==> src/rtl/restoring_divider_8bit_if.sv <==
// Purpose : start/done handshake and operand/result bus of the restoring divider.
// Latency : none, wiring only.
// Backpres: start is honoured only while busy is low; the requester watches busy/done.
interface restoring_divider_8bit_if #(
   parameter int WIDTH = 8
);
   logic             start;
   logic [WIDTH-1:0] dividend;
   logic [WIDTH-1:0] divisor;
   logic             busy;
   logic             done;
   logic [WIDTH-1:0] quotient;
   logic [WIDTH-1:0] remainder;
   logic             div_by_zero;

   modport master (
      output start, dividend, divisor,
      input  busy, done, quotient, remainder, div_by_zero
   );

   modport slave (
      input  start, dividend, divisor,
      output busy, done, quotient, remainder, div_by_zero
   );
endinterface

==> src/rtl/restoring_divider_8bit.sv <==
// Purpose : unsigned restoring shift-subtract divider, one quotient bit per clock.
// Latency : done in the cycle after the WIDTH-th edge past the accepting edge; divide-by-zero after 1 edge.
// Backpres: start is ignored while busy (CALC); accepted again in the DONE cycle for back-to-back use.
module restoring_divider_8bit #(
   parameter int WIDTH = 8
) (
   input  logic                     clk,
   input  logic                     rst_n,
   restoring_divider_8bit_if.slave  bus
);
   localparam int CW = $clog2(WIDTH) + 1;

   typedef enum logic [1:0] {
      S_IDLE = 2'd0,
      S_CALC = 2'd1,
      S_DONE = 2'd2
   } state_t;

   state_t           r_state;
   state_t           w_next;

   logic [CW-1:0]    r_cnt;
   logic [WIDTH-1:0] r_rem;
   logic [WIDTH-1:0] r_wq;
   logic [WIDTH-1:0] r_div;
   logic [WIDTH-1:0] r_quot;
   logic [WIDTH-1:0] r_rmdr;
   logic             r_dbz;

   logic             w_accept;
   logic             w_last;
   logic [2*WIDTH-1:0] w_shift;
   logic [WIDTH-1:0] w_rem_sh;
   logic [WIDTH-1:0] w_wq_sh;
   logic [WIDTH:0]   w_trial;
   logic [WIDTH-1:0] w_rem_nx;
   logic [WIDTH-1:0] w_wq_nx;

   // A new request is taken whenever no iteration is running (IDLE or DONE).
   assign w_accept = (r_state != S_CALC) && bus.start;
   assign w_last   = (r_cnt == CW'(WIDTH - 1));

   // One restoring step. After k steps the partial remainder is below 2^k, so
   // the WIDTH-bit shifted remainder never loses its top bit.
   assign w_shift  = {r_rem, r_wq} << 1;
   assign w_rem_sh = w_shift[2*WIDTH-1:WIDTH];
   assign w_wq_sh  = w_shift[WIDTH-1:0];
   assign w_trial  = {1'b0, w_rem_sh} - {1'b0, r_div};
   assign w_rem_nx = w_trial[WIDTH] ? w_rem_sh : w_trial[WIDTH-1:0];
   assign w_wq_nx  = {w_wq_sh[WIDTH-1:1], ~w_trial[WIDTH]};

   // State register.
   always_ff @(posedge clk or negedge rst_n) begin
      if (!rst_n) begin
         r_state <= S_IDLE;
      end else begin
         r_state <= w_next;
      end
   end

   // Next-state: zero divisor skips straight to DONE, otherwise iterate WIDTH times.
   always_comb begin
      w_next = r_state;
      case (r_state)
         S_IDLE, S_DONE: begin
            if (bus.start) begin
               w_next = (bus.divisor == '0) ? S_DONE : S_CALC;
            end else begin
               w_next = S_IDLE;
            end
         end
         S_CALC: begin
            if (w_last) begin
               w_next = S_DONE;
            end
         end
         default: w_next = S_IDLE;
      endcase
   end

   // Operand capture, iteration, and result load; results change only on entry to DONE.
   always_ff @(posedge clk or negedge rst_n) begin
      if (!rst_n) begin
         r_cnt  <= '0;
         r_rem  <= '0;
         r_wq   <= '0;
         r_div  <= '0;
         r_quot <= '0;
         r_rmdr <= '0;
         r_dbz  <= 1'b0;
      end else if (w_accept) begin
         r_cnt <= '0;
         r_rem <= '0;
         r_wq  <= bus.dividend;
         r_div <= bus.divisor;
         if (bus.divisor == '0) begin
            r_quot <= '1;
            r_rmdr <= bus.dividend;
            r_dbz  <= 1'b1;
         end
      end else if (r_state == S_CALC) begin
         r_cnt <= r_cnt + CW'(1);
         r_rem <= w_rem_nx;
         r_wq  <= w_wq_nx;
         if (w_last) begin
            r_quot <= w_wq_nx;
            r_rmdr <= w_rem_nx;
            r_dbz  <= 1'b0;
         end
      end
   end

   assign bus.busy        = (r_state == S_CALC);
   assign bus.done        = (r_state == S_DONE);
   assign bus.quotient    = r_quot;
   assign bus.remainder   = r_rmdr;
   assign bus.div_by_zero = r_dbz;
endmodule

==> src/flat_wrapper.sv <==
// flat-port wrapper written by rule: the top's interface ports become plain ports
module restoring_divider_8bit_flat 
#(
   parameter int WIDTH = 8
)
  (clk, rst_n, bus_start, bus_dividend, bus_divisor, bus_busy, bus_done, bus_quotient, bus_remainder, bus_div_by_zero);
  restoring_divider_8bit_if #(.WIDTH(WIDTH)) bus_i ();
  input  logic clk;
  input  logic rst_n;
  input wire logic [$bits(bus_i.start)-1:0] bus_start;
  input wire logic [$bits(bus_i.dividend)-1:0] bus_dividend;
  input wire logic [$bits(bus_i.divisor)-1:0] bus_divisor;
  output wire logic [$bits(bus_i.busy)-1:0] bus_busy;
  output wire logic [$bits(bus_i.done)-1:0] bus_done;
  output wire logic [$bits(bus_i.quotient)-1:0] bus_quotient;
  output wire logic [$bits(bus_i.remainder)-1:0] bus_remainder;
  output wire logic [$bits(bus_i.div_by_zero)-1:0] bus_div_by_zero;
  assign bus_i.start = bus_start;
  assign bus_i.dividend = bus_dividend;
  assign bus_i.divisor = bus_divisor;
  assign bus_busy = bus_i.busy;
  assign bus_done = bus_i.done;
  assign bus_quotient = bus_i.quotient;
  assign bus_remainder = bus_i.remainder;
  assign bus_div_by_zero = bus_i.div_by_zero;
  restoring_divider_8bit #(.WIDTH(WIDTH)) u_core (.clk(clk), .rst_n(rst_n), .bus(bus_i));
endmodule
==> config.mk <==
export PLATFORM = sky130hd
export DESIGN_NAME = restoring_divider_8bit_flat
export DESIGN_NICKNAME = d
export VERILOG_FILES = /design/src/rtl/restoring_divider_8bit_if.sv /design/src/rtl/restoring_divider_8bit.sv /design/src/flat_wrapper.sv
export SDC_FILE = /design/constraint.sdc
export NUM_CORES = 1
export LEC_CHECK = 0
export BUFFER_PORTS_ARGS = -buffer_cell sky130_fd_sc_hd__buf_2
export CAP_MARGIN = 20
export CORE_MARGIN = 1.5
export CORE_UTILIZATION = 50
export DETAILED_ROUTE_END_ITERATION = 6
export GPL_ROUTABILITY_DRIVEN = 0
export PLACE_DENSITY = 0.83
export RECOVER_POWER = 25
export SLEW_MARGIN = 20
export SYNTH_ARGS = -nofsm -noshare
export SYNTH_HDL_FRONTEND = slang
export SYNTH_SLANG_ARGS = --single-unit
export TNS_END_PERCENT = 30
==> constraint.sdc <==
create_clock -name clk -period 5.7 [get_ports clk]
set_input_delay 1.425 -clock clk [delete_from_list [all_inputs] [get_ports clk]]
set_output_delay 1.425 -clock clk [all_outputs]
set_load 0.1 [all_outputs]
## Word-level counts from Yosys, hierarchy flattened

Cells that the tools add are included.

- Output and inout port bits: 19
- Flip-flop bits (word level): 46
- Input bits: 19

- $add $sub $neg: 2
- Eq/ne operators: 6
- Bitwise gates (word level): 1
- Reduce and logical (&&, ||, !) cells: 7
- Multiplexer cells: 23

Operators with widths:

| kind | count |
|---|---|
| two-way mux 8 bit | 11 |
| two-way mux 7 bit | 2 |
| subtractor 8 x 8 -> 9 bit | 1 |
| logical NOT 8 bit | 1 |
| two-way mux 4 bit | 2 |
| two-way mux 2 bit | 3 |
| adder 4 x 1 -> 4 bit, second input constant | 1 |
| == test 4 x 3 -> 1 bit, second input constant | 1 |
| two-way mux 1 bit | 4 |
| inequality test 2 x 1 -> 1 bit, second input constant | 2 |
| case mux 2 bit (2 select lines) | 1 |
| nonzero test 2 bit | 2 |
| AND reduction 3 bit | 1 |
| == test 2 x 1 -> 1 bit, second input constant | 1 |
| == test 2 bit, second input constant | 1 |
| logical NOT 2 bit | 1 |
| inequality test 2 bit, second input constant | 1 |
| OR reduction 2 bit | 1 |
| logical AND 1 bit | 1 |
| inverter 1 bit | 1 |

## Logic depth before layout (Yosys ltp)

- Word-level depth: 5
- Gate-level depth with buffers: 10

## Worst setup path after synthesis

Ideal clock, no wire load.

- Path type: register -> output
- From: register u_core.r_state[1]
- To: output port bus_busy
- Arrival: 1749 ps
- Stages on the path, launching flop included: 5
- Setup slack: 2526 ps
- Path buffers: 2
- Data required time: 4275 ps
- Cell sequence: dfrtp_1 > nand2b_1 > buf_6 > clkinv_1 > clkbuf_1

- Word-level cells in the longest chain between the ends: 1

RTL lines:

| item | RTL line | source |
|---|---|---|
| start, declared | restoring_divider_8bit.sv:19 | `state_t r_state;` |
| start signal, assigned | restoring_divider_8bit.sv:57 | `r_state <= w_next;` |
| == test 2 x 1 -> 1 bit | restoring_divider_8bit.sv:113 | `assign bus.busy = (r_state == S_CALC);` |
| end, declared | flat_wrapper.sv:13 | `output wire logic [$bits(bus_i.busy)-1:0] bus_busy;` |

No other way between the ends.

## Worst setup path in the final report

- From: register u_core.r_state[0]
- To: output port bus_busy

Same word-level chain as after synthesis.

==> impl_summary.md <==
Setup path
In this run the worst path has a maximum fanout of 19. The worst setup path is launched from a flop. The classification of the worst setup path is flop to output pin.

For the worst setup path, the data required time is 4.28 ns. Data arrives at the worst endpoint at 1.95 ns. The kind of end point of the critical path is an output pin.

Drt
The count of vias placed by the detailed router is 2,031. The final wirelength is 5480 um. The first detailed-routing pass ran for 4 iterations. Dividing the detail-routed via count by the number of cells gives 5.92. The detail route stage leaves a number of antenna-violating nets equal to 0. The routed wirelength normalized by instance count is 16.0 um. The detailed-route DRC error count is 0. The number of DRC violations after detailed-routing iteration 0 is 160.

Clock tree
TritonCTS created 5 clock buffers. The cell sitting at the root of the clock tree is a clkbuf_8. The number of buffers on the longest clock path is 2. Clock-pin slew was measured on the worst setup and hold paths at 0.09 ns. The number of setup buffers added after CTS is 0. The number of levels the H-tree was split into is 2. The later pin in the worst-skew pair is clocked with a latency of 0.30 ns. CTS saw 46 sinks. After clock tree synthesis, the repair step resized 0 gates. The hold buffer count at CTS is 0.

TritonCTS built the clock tree.

GRT
After global routing the overflow that remains totals 0. The number of global-route vias before repair came to 1,999. For this run, the total global-route usage over all layers was measured as 23.0%. Entering global routing, the biggest net connects 47 pins.

The first global-routing pass estimated 9320 um of wire. The initial antenna violation count was 0.

Synthesis
The number of enable flip-flop cells after synthesis is 0. The most used flip-flop cell after synthesis is dfrtp_1. The commonest cells after synthesis are nand2_1, dfrtp_1, o21ai_0. The biggest area contributor in the post-synthesis netlist is dfrtp_1. The post-synthesis async set-or-reset flop share is 100%. The area share of the leading cell type in the synthesized netlist is 48.1%. Summing the sequential cell areas from Yosys gives 48.1% of the chip area. After synthesis, the netlist uses 43 different library cells. The number of nets produced by synthesis is 286.

The synthesized netlist occupies a cell area of 0.00239 mm2. In the post-synthesis netlist, the biggest area contributors are dfrtp_1, nand2_1, o21ai_0, ha_1, nor2_1. The synthesized netlist cell count is 257.

The number of warnings reported in the yosys synthesis log is 0. The average size of a mapped cell is 9.30 um2. In the post-synthesis netlist, the cell with the most instances is nand2_1. The synthesized design contains 46 register bits.

Run status
The flow ran to the end, but the final reports show violations. The checks that failed: max-capacitance violations, max-slew violations.

STA
Derived from the worst setup path, the maximum achievable clock frequency is 0.296 GHz. Dividing the final minimum period by the clock period gives 59.3%. Subtracting the final worst setup slack from the clock period gives 3.38 ns. The post-route worst setup slack is 2.32 ns. The final hold violation count is 0. The worst pin sits at a relative slew slack of -60.5%. Setup repair after global routing left no endpoint under its margin.

Across the routed clock network, the largest skew measured is 0.00721 ns. The number of slew-limit violations in the final report was 47. Summed over all failing endpoints, the final setup total negative slack is 0 ns.

The slew at the pin closest to its max-slew limit is 2.41 ns. The setup-violating endpoint count in the final report is 0. The smallest hold slack is 0.470 ns.

Cells and area
Once layout is complete, the utilization of the core stands at 60.2%. The number of inserted diodes is 0. The number of nets at the end of the flow is 319.

The proportion of layout cells with a drive suffix above 1 is 16.8%. The number of filler cells placed in the layout is 390. The area growth from synthesis to layout is 12.7%.

Place
The setup slack at placement is 2.65 ns. The port buffer count is 37. The detailed placement HPWL is 3980 um.

Die
The chip height is 72.2 um. The row count is 24. The floorplan step defined a die boundary enclosing 0.00521 mm2. The floorplan step defined a core boundary enclosing 0.00447 mm2. The starting utilization of the core area is 53.4%. The number of top-level design ports is 38. The die outline width is 72.2 um.

Min path
The worst hold path class is flop to flop.

Job
The total of max-cap violations is 1.
-- per-stage QoR --
step,area (um2),cells
floorplan,2390,257
global placement,2590,335
detailed placement,2590,335
CTS,2700,343
global route,2690,343
finish,2690,343
-- layout by cell type, fill, tap and decap left out, types with 2 or more instances in the layout --
cell / synthesis / layout
a21o_1: 5 / 5
a21oi_1: 13 / 13
a221oi_1: 3 / 3
a31oi_1: 6 / 6
a41oi_1: 2 / 2
and2_1: 2 / 2
buf_2: 3 / 36
buf_4: 0 / 2
clkbuf_1: 7 / 3
clkbuf_8: 0 / 5
dfrtp_1: 46 / 46
ha_1: 9 / 9
inv_1: 9 / 9
mux2i_1: 8 / 8
nand2_1: 52 / 52
nand2b_1: 4 / 4
nand3_1: 5 / 5
nor2_1: 22 / 22
nor2b_1: 2 / 2
nor4_1: 2 / 2
o21a_1: 2 / 2
o21ai_0: 27 / 27
xor2_1: 5 / 5
-- worst max-delay path, stage by stage (launching register included) --
cell and delay, ns:
dfrtp_1 0.39, nand2b_1 0.30, clkinv_1 0.50, buf_2 0.46
-- state kept, by name, indices dropped and copies added, names as in the netlist --
name / cells
u_core.bus.quotient: 8
u_core.bus.remainder: 8
u_core.r_div: 8
u_core.r_wq: 8
u_core.r_rem: 7
u_core.r_cnt: 4
u_core.r_state: 2
u_core.bus.div_by_zero: 1
-- final timing paths --
| path | from | end | slack (ns) | depth (start not counted) |
|---|---|---|---|---|
| max | u_core.r_state[0]$_DFFE_PN0P_ | bus_busy | 2.32 | 3 |
| min | u_core.bus.quotient[6]$_DFFE_PN0P_ | u_core.bus.quotient[6]$_DFFE_PN0P_ | 0.47 | 2 |
| max reg2reg | u_core.r_wq[7]$_DFFE_PN0P_ | u_core.bus.remainder[3]$_DFFE_PN0P_ | 3.19 | 9 |
| min reg2reg | u_core.bus.quotient[6]$_DFFE_PN0P_ | u_core.bus.quotient[6]$_DFFE_PN0P_ | 0.47 | 2 |
| max in group asynchronous | rst_n | u_core.bus.quotient[5]$_DFFE_PN0P_ | 2.48 | 1 |
| min in group asynchronous | rst_n | u_core.r_div[0]$_DFFE_PN0P_ | 1.85 | 1 |
-- cell families after synthesis --
family          count (synthesis)  synth area share (%)
compound gates                 72                  20.3
simple gates                   93                  16.5
fa+ha+maj                      10                  5.55
buf+inv                        23                  4.40
flops                          46                  48.1
xor+xnor                        5                  1.83
mux                             8                  3.35
-- cell type report --
class	instances	area, um2	share of cell area, %
Clock inverter	1	30.0	1.11
Multi-Input combinational cell	188	1130	42.1
Clock buffer	7	76.3	2.83
Tap cell	52	65.1	2.42
Inverter	10	37.5	1.39
Sequential cell	46	1150	42.7
Timing Repair Buffer	39	199	7.39
-- routing by layer --
| metal | track usage [%] | routed length [um] | part of all wire [%] | up-vias |
|---|---|---|---|---|
| li1 | - | - | - | 961 |
| met4 | 5.66 | 57 | 1.0 | 0 |
| met2 | 38.0 | 2630 | 48 | 72 |
| met5 | 0 | 0 | 0 | - |
| met1 | 31.0 | 2420 | 44 | 990 |
| met3 | 5.28 | 375 | 6.8 | 8 |
Power is left out: the tool's default activity adds up to more than one toggle a clock period on the data nets, which glitch-free logic cannot reach.
